File: src/rtl/seq_logic_unit.sv
// Multi-cycle bitwise logic unit: applies one of eight logic ops to two operands,
// SLICE bits per cycle, LSB slice first, under a start/done handshake.
module seq_logic_unit #(
    parameter int WIDTH = 32,
    parameter int SLICE = 8
) (
    input  logic             clk,
    input  logic             reset,
    input  logic             start,
    input  logic [2:0]       op,
    input  logic [WIDTH-1:0] a,
    input  logic [WIDTH-1:0] b,
    output logic             ready,
    output logic             busy,
    output logic             done,
    output logic [WIDTH-1:0] r,
    output logic             zero
);

    localparam int N  = WIDTH / SLICE;
    localparam int CW = (N > 1) ? $clog2(N) : 1;

    localparam logic [1:0] S_IDLE = 2'd0;
    localparam logic [1:0] S_RUN  = 2'd1;
    localparam logic [1:0] S_DONE = 2'd2;

    generate
        if (WIDTH % SLICE != 0) begin : g_bad_slice
            $error("seq_logic_unit: WIDTH must be a multiple of SLICE");
        end
    endgenerate

    logic [1:0]       state_reg;
    logic [CW-1:0]    cnt_reg;
    logic [2:0]       op_reg;
    logic [WIDTH-1:0] a_reg;
    logic [WIDTH-1:0] b_reg;
    logic [WIDTH-1:0] r_reg;
    logic             zero_reg;
    logic [WIDTH-1:0] func_res;
    logic [WIDTH-1:0] r_next;
    logic             last_slice;

    // Full-width result from the latched operands; only the active slice is committed.
    always_comb begin
        func_res = '0;
        case (op_reg)
            3'b000:  func_res = a_reg & b_reg;
            3'b001:  func_res = a_reg | b_reg;
            3'b010:  func_res = a_reg ^ b_reg;
            3'b011:  func_res = ~(a_reg | b_reg);
            3'b100:  func_res = ~(a_reg & b_reg);
            3'b101:  func_res = ~(a_reg ^ b_reg);
            3'b110:  func_res = a_reg & ~b_reg;
            default: func_res = ~a_reg;
        endcase
    end

    genvar gi;
    generate
        for (gi = 0; gi < N; gi++) begin : g_slice
            assign r_next[gi*SLICE +: SLICE] = (cnt_reg == CW'(gi))
                                             ? func_res[gi*SLICE +: SLICE]
                                             : r_reg[gi*SLICE +: SLICE];
        end
    endgenerate

    assign last_slice = (cnt_reg == CW'(N - 1));

    always_ff @(posedge clk) begin
        if (reset) begin
            state_reg <= S_IDLE;
            cnt_reg   <= '0;
            op_reg    <= '0;
            a_reg     <= '0;
            b_reg     <= '0;
            r_reg     <= '0;
            zero_reg  <= 1'b0;
        end else begin
            case (state_reg)
                S_IDLE: begin
                    if (start) begin
                        op_reg    <= op;
                        a_reg     <= a;
                        b_reg     <= b;
                        r_reg     <= '0;
                        cnt_reg   <= '0;
                        state_reg <= S_RUN;
                    end
                end
                S_RUN: begin
                    r_reg   <= r_next;
                    cnt_reg <= cnt_reg + CW'(1);
                    if (last_slice) begin
                        zero_reg  <= (r_next == '0);
                        state_reg <= S_DONE;
                    end
                end
                default: state_reg <= S_IDLE;
            endcase
        end
    end

    assign ready = (state_reg == S_IDLE);
    assign busy  = (state_reg == S_RUN);
    assign done  = (state_reg == S_DONE);
    assign r     = r_reg;
    assign zero  = zero_reg;

endmodule

File: config.mk
export PLATFORM = sky130hd
export DESIGN_NAME = seq_logic_unit
export DESIGN_NICKNAME = d
export VERILOG_FILES = /design/src/rtl/seq_logic_unit.sv
export SDC_FILE = /design/constraint.sdc
export NUM_CORES = 1
export LEC_CHECK = 0
export CAP_MARGIN = 20
export CORE_ASPECT_RATIO = 0.8
export CORE_MARGIN = 3
export CORE_UTILIZATION = 45
export DETAILED_ROUTE_END_ITERATION = 16
export PLACE_DENSITY = 0.7
export RECOVER_POWER = 50
export SLEW_MARGIN = 0
export SYNTH_ARGS = -nofsm -noshare
export SYNTH_HDL_FRONTEND = slang
export SYNTH_SLANG_ARGS = --single-unit
File: constraint.sdc
create_clock -name clk -period 6.64 [get_ports clk]
set_clock_uncertainty 0.1 [all_clocks]
set_input_delay 1.66 -clock clk [delete_from_list [all_inputs] [get_ports clk]]
set_output_delay 1.66 -clock clk [all_outputs]
set_load 0.02 [all_outputs]
==> impl_results.html, run 1 <==
<table>
<tr><th>Metric</th><th>Value</th></tr>
<tr><th colspan="2">Run status</th></tr>
<tr><td>Result of the run</td><td>finished with violations</td></tr>
<tr><td>Violations in the final reports</td><td>max-capacitance violations, max-slew violations</td></tr>
<tr><th colspan="2">Synth</th></tr>
<tr><td>Post-synthesis cell area</td><td>about 7700 um^2</td></tr>
<tr><td>Synth Flop Type</td><td>sky130_fd_sc_hd__dfxtp_1</td></tr>
<tr><td>Synthesized net count</td><td>between 1k and 1.5k</td></tr>
<tr><td>Number of unique standard cell types used by synthesis</td><td>61</td></tr>
<tr><td>Sequential share of the synthesized area</td><td>0.2711</td></tr>
<tr><td>Number of warning messages in the yosys log</td><td>0</td></tr>
<tr><td>Number of flops mapped to enable cells by yosys</td><td>0</td></tr>
<tr><td>Count of mapped cells out of synthesis</td><td>between 1k and 1.5k</td></tr>
<tr><td>Synthesis-stage register bit count</td><td>104</td></tr>
<tr><td>Async S/R FF share, synth</td><td>0</td></tr>
<tr><td>Post-Synthesis Mean Instance Area</td><td>between 7 and 8 um^2</td></tr>
<tr><th colspan="2">Floorplan</th></tr>
<tr><td>Die Outline Area</td><td>18680 um^2</td></tr>
<tr><td>Die extent in y</td><td>122.8 um</td></tr>
<tr><td>Site Rows</td><td>42</td></tr>
<tr><td>Count of pins on the block boundary</td><td>106</td></tr>
<tr><td>Die width</td><td>about 150 um</td></tr>
<tr><td>Initial cell density of the core</td><td>0.4610</td></tr>
<tr><td>Core footprint</td><td>between 15000 and 20000 um^2</td></tr>
<tr><th colspan="2">Clock network</th></tr>
<tr><td>Post-CTS Setup Inserts</td><td>0</td></tr>
<tr><td>Clock tree root driver cell</td><td>sky130_fd_sc_hd__clkbuf_16</td></tr>
<tr><td>Number of CTS-inserted buffers</td><td>9</td></tr>
<tr><td>CTS hold repair buffers</td><td>0</td></tr>
<tr><td>Clock tree from TritonCTS</td><td>built</td></tr>
<tr><td>Insertion delay to the later sink of the worst-skew pair</td><td>between 0.3 and 0.4 ns</td></tr>
<tr><td>Number of clock sinks</td><td>between 100 and 150</td></tr>
<tr><td>Clock-pin slew reported for the worst setup and hold paths after clock tree synthesis</td><td>0.07 ns</td></tr>
<tr><td>CTS H-Tree Depth</td><td>3</td></tr>
<tr><td>Bufs on Longest Clock Path</td><td>2</td></tr>
<tr><td>Number of gates given a new drive strength after cts</td><td>0</td></tr>
<tr><th colspan="2">STA</th></tr>
<tr><td>Worst-margin pin slew</td><td>3.559 ns</td></tr>
<tr><td>Final Max Slew Viols</td><td>about 130</td></tr>
<tr><td>Final critical-path required period</td><td>4.753 ns</td></tr>
<tr><td>Peak clock frequency supported by timing</td><td>0.2104 GHz</td></tr>
<tr><td>Smallest setup slack after layout</td><td>1.887 ns</td></tr>
<tr><td>RSZ-0062 raised after global routing</td><td>false</td></tr>
<tr><td>Total negative setup slack</td><td>0 ns</td></tr>
<tr><td>Final critical-path share of the clock period</td><td>0.7158</td></tr>
<tr><td># setup viols final</td><td>0</td></tr>
<tr><td>Normalized max-slew margin</td><td>-1.373</td></tr>
<tr><td>Final Hold Viols</td><td>0</td></tr>
<tr><th colspan="2">Pwr</th></tr>
<tr><td>PwrDens</td><td>roughly 190 nW/um^2</td></tr>
<tr><td>Total leakage power</td><td>roughly 3.5 nW</td></tr>
<tr><td>Peak supply drop</td><td>between 0.1 and 0.15 mV</td></tr>
<tr><th colspan="2">Global routing</th></tr>
<tr><td>Via count of the first global-routing pass</td><td>roughly 6.3k</td></tr>
<tr><td>Congestion Overflow GR</td><td>0</td></tr>
<tr><td>Global-route wire length before repair</td><td>approximately 33000 um</td></tr>
<tr><td>Tot GR Track Use</td><td>0.2143</td></tr>
<tr><td>Pin count of the biggest net entering global routing</td><td>slightly above 100</td></tr>
<tr><td>Number of antenna violations at the first check in global routing</td><td>0</td></tr>
<tr><th colspan="2">Critical path</th></tr>
<tr><td>Kind of critical path</td><td>primary input to flip-flop</td></tr>
<tr><td>Critical path's largest stage delay</td><td>about 2.5 ns</td></tr>
<tr><td>Required time at the endpoint of the critical path</td><td>between 6 and 7 ns</td></tr>
<tr><td>Max FO, Critical Path</td><td>around 80</td></tr>
<tr><td>CP endpoint kind</td><td>flip-flop</td></tr>
<tr><td>Slowest stage cell on the critical path</td><td>sky130_fd_sc_hd__clkbuf_1</td></tr>
<tr><td>Worst setup SP type</td><td>primary input</td></tr>
<tr><td>Data arrival time of the critical path</td><td>slightly below 5 ns</td></tr>
<tr><td>Cells along the critical path</td><td>buf_4, clkbuf_1, nand3b_1, o31ai_2</td></tr>
<tr><th colspan="2">Finish</th></tr>
<tr><td>Number of antenna repair diodes</td><td>0</td></tr>
<tr><td>Share of layout cells above drive strength 1</td><td>0.04939</td></tr>
<tr><td>Total number of nets in the final design</td><td>about 1.2k</td></tr>
<tr><td>Layout-stage area growth over the synthesis result</td><td>17.43%</td></tr>
<tr><td>Final instance area</td><td>roughly 9000 um^2</td></tr>
<tr><th colspan="2">Place</th></tr>
<tr><td>Placed wire-length estimate after detailed placement</td><td>around 14000 um</td></tr>
<tr><td>Area after detailed placement</td><td>8681 um^2</td></tr>
<tr><td>Buffers added on ports</td><td>105</td></tr>
<tr><td>Worst-case setup slack after placement</td><td>2.456 ns</td></tr>
<tr><td>Final weighted congestion in routability-driven placement</td><td>roughly 0.84</td></tr>
<tr><th colspan="2">Drt</th></tr>
<tr><td>Total Wirelength</td><td>20530 um</td></tr>
<tr><td>Average routed wire per standard cell</td><td>approximately 16 um</td></tr>
<tr><td>Routed vias</td><td>slightly above 7k</td></tr>
<tr><td>Number of routed nets with antenna violations</td><td>0</td></tr>
<tr><td>Total iterations of the first detailed-routing run</td><td>5</td></tr>
<tr><td>Vias per std cell</td><td>approximately 5.5</td></tr>
<tr><td>First-iteration detailed-routing DRC count</td><td>approximately 530</td></tr>
<tr><td>Number of remaining DRC errors</td><td>0</td></tr>
<tr><th colspan="2">Job</th></tr>
<tr><td>Count of max-cap constraint violations</td><td>2</td></tr>
<tr><th colspan="2">Worst hold path</th></tr>
<tr><td>Hold/Removal Path Class</td><td>flip-flop to flip-flop</td></tr>
</table>
metal layers:
layer	global-route usage	wire (um)
met3	0.04124	1399
met5	0	0
met1	0.3142	10170
met4	0.05559	300
met2	0.3238	8659
path summary, 6_finish.rpt:
kind / startpoint / end / slack (ns) / depth (start not counted)
setup / recovery: reset / zero / 1.89 / 4
hold / removal: b_reg[8] / b_reg[8] / 0.38 / 2
hold reg to reg: b_reg[8] / b_reg[8] / 0.38 / 2
setup reg to reg: op_reg[0] / zero / 3.02 / 9
synth_stat cells (5+ instances only):
library cell | count | area (um^2)
sky130_fd_sc_hd__a211oi_1 | 10 | 75.07
sky130_fd_sc_hd__a21oi_1 | 131 | 655.6
sky130_fd_sc_hd__a221oi_1 | 5 | 43.79
sky130_fd_sc_hd__a22o_1 | 6 | 52.55
sky130_fd_sc_hd__a22oi_1 | 8 | 60.06
sky130_fd_sc_hd__a31oi_1 | 21 | 131.4
sky130_fd_sc_hd__buf_1 | 5 | 18.77
sky130_fd_sc_hd__buf_2 | 18 | 90.09
sky130_fd_sc_hd__buf_4 | 5 | 37.54
sky130_fd_sc_hd__clkbuf_1 | 43 | 161.4
sky130_fd_sc_hd__dfxtp_1 | 104 | 2082
sky130_fd_sc_hd__ha_1 | 100 | 1251
sky130_fd_sc_hd__inv_1 | 74 | 277.8
sky130_fd_sc_hd__mux2_2 | 12 | 135.1
sky130_fd_sc_hd__mux2i_1 | 13 | 130.1
sky130_fd_sc_hd__mux4_2 | 6 | 135.1
sky130_fd_sc_hd__nand2_1 | 187 | 701.9
sky130_fd_sc_hd__nand2b_1 | 14 | 87.58
sky130_fd_sc_hd__nand3_1 | 27 | 135.1
sky130_fd_sc_hd__nor2_1 | 74 | 277.8
sky130_fd_sc_hd__nor2b_1 | 15 | 93.84
sky130_fd_sc_hd__o211ai_1 | 6 | 45.04
sky130_fd_sc_hd__o21ai_0 | 37 | 185.2
sky130_fd_sc_hd__o21bai_1 | 6 | 45.04
sky130_fd_sc_hd__o221ai_1 | 9 | 78.83
sky130_fd_sc_hd__o22ai_1 | 7 | 43.79
sky130_fd_sc_hd__o2bb2ai_1 | 7 | 61.31
sky130_fd_sc_hd__xnor2_1 | 7 | 61.31
final cells by class:
class | count | area (um^2)
well taps | 220 | 275.3
fillers | 1583 | 7640
clock buffers | 9 | 225.2
flip-flops and latches | 104 | 2086
clock inverters | 7 | 103.9
inverters | 75 | 281.5
multi-input cells | 764 | 4922
repair buffers | 114 | 1125
report_power, final:
| part | switching [mW] | internal (mW) |
|---|---|---|
| Combinational | 0.211 | 0.164 |
| Sequential | 0.0386 | 0.653 |
| Clock | 0.266 | 0.336 |
logic make-up after synthesis:
group / after synthesis / synth area share
AOI/OAI and AO/OA: 278 / 0.2208
xor gates and xnor gates: 9 / 0.01026
adders and majority gates: 100 / 0.1629
buffers and inverters: 153 / 0.08847
DFF: 104 / 0.2711
muxes: 31 / 0.05213
and+or+nand+nor: 346 / 0.1944
worst max-delay path: cells and delay by family:
kind / cells / cell delay [ns]
AND/OR/NAND/NOR: 1 / 0.32
buffers and inverters: 2 / 2.79
AO/OA/AOI/OAI: 1 / 0.08
placed cells by master (no fill, tap or decap), types with 7 or more instances in the layout:
master                            Yosys  layout
sky130_fd_sc_hd__o2bb2ai_1            7       7
sky130_fd_sc_hd__xnor2_1              7       7
sky130_fd_sc_hd__nor2_1              74      74
sky130_fd_sc_hd__a22oi_1              8       8
sky130_fd_sc_hd__nand3_1             27      27
sky130_fd_sc_hd__o21ai_0             37      37
sky130_fd_sc_hd__mux2i_1             13      13
sky130_fd_sc_hd__nand2_1            187     187
sky130_fd_sc_hd__o22ai_1              7       7
sky130_fd_sc_hd__a21oi_1            131     131
sky130_fd_sc_hd__nand2b_1            14      13
sky130_fd_sc_hd__clkdlybuf4s50_1      0     103
sky130_fd_sc_hd__o221ai_1             9       9
sky130_fd_sc_hd__dfxtp_1            104     101
sky130_fd_sc_hd__ha_1               100     100
sky130_fd_sc_hd__inv_1               74      74
sky130_fd_sc_hd__mux2_2              12      12
sky130_fd_sc_hd__clkbuf_16            0       9
sky130_fd_sc_hd__nor2b_1             15      15
sky130_fd_sc_hd__a211oi_1            10      10
sky130_fd_sc_hd__buf_4                5       8
sky130_fd_sc_hd__a31oi_1             21      21
through the flow:
stage | util | total power [mW] | hold WS, ns | std cells
after floorplan | - | 0.9598 | 0.3530 | 1021
after global placement | 0.5211 | 1.067 | 0.3612 | 1276
after detailed placement | 0.5211 | 1.075 | 0.3681 | 1276
after CTS | 0.5409 | 1.677 | 0.3784 | 1292
after global routing | 0.5414 | 1.748 | 0.3980 | 1293
final | 0.5414 | 1.669 | 0.3772 | 1293
Note: power is estimated with default switching activity, not from simulation.
==> run 2, diff against run 1 <==
==> constraint.sdc (replaced) <==
create_clock -name clk -period 4.86 [get_ports clk]
set_clock_uncertainty 0.1 [all_clocks]
set_input_delay 1.215 -clock clk [delete_from_list [all_inputs] [get_ports clk]]
set_output_delay 1.215 -clock clk [all_outputs]
set_load 0.02 [all_outputs]
==> run 2 against run 1 <==
Against the previous run: the flow now finishes without violations; final area hardly changed; flip-flop and latch count did not move; utilization is 0.053 points lower; power is 32% higher; non-clock buffer count up 5; register-to-register slack lost 1.8 ns; critical path depth grew 3; critical path type is now flip-flop to flip-flop; highest routed layer unchanged.
==> impl_results.html, run 2 (synthesized netlist as in run 1, its figures left out) <==
<table>
<tr><th>Metric</th><th>Value</th></tr>
<tr><th colspan="2">Run status</th></tr>
<tr><td>Result of the run</td><td>finished clean</td></tr>
<tr><th colspan="2">Critical path</th></tr>
<tr><td>Critical path's largest stage delay</td><td>0.88 ns</td></tr>
<tr><td>Required time at the endpoint of the critical path</td><td>5.03 ns</td></tr>
<tr><td>Worst setup SP type</td><td>flip-flop</td></tr>
<tr><td>CP endpoint kind</td><td>flip-flop</td></tr>
<tr><td>Cell depth of the worst flop-to-flop path</td><td>7</td></tr>
<tr><td>Register-to-register path setup slack</td><td>about 1.2 ns</td></tr>
<tr><td>Data arrival time of the critical path</td><td>between 3 and 4 ns</td></tr>
<tr><td>Launch instance of the worst register-to-register path</td><td>op_reg[1]</td></tr>
<tr><td>Terminus of the critical flop-to-flop path</td><td>zero</td></tr>
<tr><td>CP top delay family</td><td>simple AND/OR/NAND/NOR gates</td></tr>
<tr><td>Cells along the critical path</td><td>and3_1, clkbuf_1, a221oi_1, nor4b_1, nand4_1, or4_1, o31ai_2</td></tr>
<tr><td>Slowest stage cell on the critical path</td><td>sky130_fd_sc_hd__dfxtp_2</td></tr>
<tr><td>Max FO, Critical Path</td><td>between 40 and 50</td></tr>
<tr><td>Kind of critical path</td><td>flip-flop to flip-flop</td></tr>
<tr><td>CP bufs+invs</td><td>1</td></tr>
<tr><th colspan="2">STA</th></tr>
<tr><td>Peak clock frequency supported by timing</td><td>0.2728 GHz</td></tr>
<tr><td>Final Hold Viols</td><td>0</td></tr>
<tr><td># setup viols final</td><td>0</td></tr>
<tr><td>Normalized max-slew margin</td><td>0.3984</td></tr>
<tr><td>Final Max Slew Viols</td><td>0</td></tr>
<tr><td>Final critical-path share of the clock period</td><td>0.7543</td></tr>
<tr><td>Final critical-path required period</td><td>about 3.7 ns</td></tr>
<tr><td>Worst-margin pin slew</td><td>0.9023 ns</td></tr>
<tr><td>Fin Hold WS</td><td>between 0.3 and 0.4 ns</td></tr>
<tr><td>Total negative setup slack</td><td>0 ns</td></tr>
<tr><td>Smallest setup slack after layout</td><td>approximately 1.2 ns</td></tr>
<tr><td>RSZ-0062 raised after global routing</td><td>false</td></tr>
<tr><th colspan="2">Place</th></tr>
<tr><td>Worst-case setup slack after placement</td><td>1.408 ns</td></tr>
<tr><td>Area after detailed placement</td><td>just under 9000 um^2</td></tr>
<tr><td>Placed wire-length estimate after detailed placement</td><td>~15000 um</td></tr>
<tr><td>Buffers added on ports</td><td>about 110</td></tr>
<tr><td>Final weighted congestion in routability-driven placement</td><td>~0.85</td></tr>
<tr><th colspan="2">Worst hold path</th></tr>
<tr><td>Hold/Removal Path Class</td><td>flip-flop to flip-flop</td></tr>
<tr><td>Worst Hold End</td><td>b_reg[6]</td></tr>
<tr><td>Startpoint of the tightest hold check path</td><td>b_reg[6]</td></tr>
<tr><td>Count of cells along the worst hold path</td><td>2</td></tr>
<tr><th colspan="2">Drt</th></tr>
<tr><td>Average routed wire per standard cell</td><td>about 16 um</td></tr>
<tr><td>First-iteration detailed-routing DRC count</td><td>between 700 and 800</td></tr>
<tr><td>Number of remaining DRC errors</td><td>0</td></tr>
<tr><td>Number of routed nets with antenna violations</td><td>0</td></tr>
<tr><td>Vias per std cell</td><td>between 5 and 6</td></tr>
<tr><td>Total iterations of the first detailed-routing run</td><td>5</td></tr>
<tr><td>Total Wirelength</td><td>21290 um</td></tr>
<tr><td>Routed vias</td><td>7223</td></tr>
<tr><th colspan="2">Floorplan</th></tr>
<tr><td>Die width</td><td>152.1 um</td></tr>
<tr><td>Die Outline Area</td><td>18680 um^2</td></tr>
<tr><td>Initial cell density of the core</td><td>0.4610</td></tr>
<tr><td>Count of pins on the block boundary</td><td>106</td></tr>
<tr><td>Site Rows</td><td>42</td></tr>
<tr><td>Core footprint</td><td>~17000 um^2</td></tr>
<tr><td>Die extent in y</td><td>between 100 and 150 um</td></tr>
<tr><th colspan="2">Pwr</th></tr>
<tr><td>PwrDens</td><td>243.8 nW/um^2</td></tr>
<tr><td>Total leakage power</td><td>3.580 nW</td></tr>
<tr><td>Total power draw</td><td>2.197 mW</td></tr>
<tr><td>Peak supply drop</td><td>~0.14 mV</td></tr>
<tr><th colspan="2">Global routing</th></tr>
<tr><td>Congestion Overflow GR</td><td>0</td></tr>
<tr><td>Number of antenna violations at the first check in global routing</td><td>0</td></tr>
<tr><td>Via count of the first global-routing pass</td><td>around 6.6k</td></tr>
<tr><td>Tot GR Track Use</td><td>0.2246</td></tr>
<tr><td>Global-route wire length before repair</td><td>between 30000 and 40000 um</td></tr>
<tr><td>Pin count of the biggest net entering global routing</td><td>74</td></tr>
<tr><th colspan="2">Finish</th></tr>
<tr><td>Fill count</td><td>1621</td></tr>
<tr><td>Total number of nets in the final design</td><td>1243</td></tr>
<tr><td>Number of antenna repair diodes</td><td>0</td></tr>
<tr><td>Layout-stage area growth over the synthesis result</td><td>17.32%</td></tr>
<tr><td>Leading cell type in the layout, fill and taps excluded</td><td>sky130_fd_sc_hd__nand2_1</td></tr>
<tr><td>Final instance area</td><td>9010 um^2</td></tr>
<tr><td>Share of layout cells above drive strength 1</td><td>0.05292</td></tr>
<tr><td>Commonest cells after routing, fill and taps aside</td><td>sky130_fd_sc_hd__nand2_1, sky130_fd_sc_hd__a21oi_1, sky130_fd_sc_hd__dfxtp_1, sky130_fd_sc_hd__ha_1</td></tr>
<tr><th colspan="2">Clock network</th></tr>
<tr><td>Number of gates given a new drive strength after cts</td><td>0</td></tr>
<tr><td>Post-CTS Setup Inserts</td><td>0</td></tr>
<tr><td>CTS H-Tree Depth</td><td>3</td></tr>
<tr><td>CTS hold repair buffers</td><td>0</td></tr>
<tr><td>Bufs on Longest Clock Path</td><td>2</td></tr>
<tr><td>Clock-pin slew reported for the worst setup and hold paths after clock tree synthesis</td><td>approximately 0.070 ns</td></tr>
<tr><td>Clock tree root driver cell</td><td>sky130_fd_sc_hd__clkbuf_16</td></tr>
<tr><td>Clock tree from TritonCTS</td><td>built</td></tr>
<tr><td>Number of CTS-inserted buffers</td><td>9</td></tr>
<tr><td>Number of clock sinks</td><td>104</td></tr>
<tr><td>Insertion delay to the later sink of the worst-skew pair</td><td>~0.36 ns</td></tr>
<tr><th colspan="2">Job</th></tr>
<tr><td>Count of max-cap constraint violations</td><td>0</td></tr>
</table>
==> run 2: changes by cell type in the layout (fill, tap and decap cells not counted), moves of 2 or more <==
cell / delta
sky130_fd_sc_hd__clkinv_2: +3
sky130_fd_sc_hd__dlygate4sd3_1: +32
sky130_fd_sc_hd__buf_4: +6
sky130_fd_sc_hd__clkinvlp_4: -2
sky130_fd_sc_hd__clkdlybuf4s50_1: -32
==> run 2: worst max path at each step <==
stage | to | startpoint | slack [ns] | depth (start not counted)
3_5_place_dp | zero | op_reg[0] | 1.41 | 8
6_report | zero | op_reg[1] | 1.19 | 7
2_1_floorplan | zero | a_reg[17] | 2.23 | 9
4_1_cts | busy | state_reg[1] | 1.38 | 3
3_3_place_gp | zero | op_reg[0] | 1.45 | 8
5_1_grt | zero | op_reg[1] | 0.96 | 9
==> run 2: tightest hold or removal path: cells and delay by family, from the launching register on <==
kind             cells  cell delay (ns)
flip-flops           1             0.32
AND/OR/NAND/NOR      1             0.06
AO/OA/AOI/OAI        1             0.05
==> run 2: layout make-up <==
cell class / instances / area (um^2) / share of cell area
well taps: 220 / 275.3 / 0.03055
multi-input cells: 764 / 4930 / 0.5471
flip-flops and latches: 104 / 2086 / 0.2315
clock buffers: 11 / 242.7 / 0.02694
clock inverters: 4 / 45.04 / 0.004999
repair buffers: 119 / 1150 / 0.1276
inverters: 75 / 281.5 / 0.03125
==> run 2: per-stage QoR <==
step	instances	util
CTS	1297	0.5411
floorplan	1021	-
global placement	1282	0.5238
finish	1297	0.5409
global route	1297	0.5409
detailed placement	1282	0.5238
==> run 2: where the power goes <==
part / internal [mW] / switching [mW]
clock network: 0.409 / 0.325
logic: 0.223 / 0.283
registers: 0.893 / 0.0655
==> run 2: per-layer routing <==
| metal | global-route usage | share of wire | vias to the layer above |
|---|---|---|---|
| met1 | 0.3247 | 0.49 | 3355 |
| met3 | 0.04300 | 0.073 | 20 |
| li1 | - | - | 3592 |
| met5 | 0 | 0 | - |
| met4 | 0.05671 | 0.011 | 0 |
| met2 | 0.3460 | 0.42 | 256 |
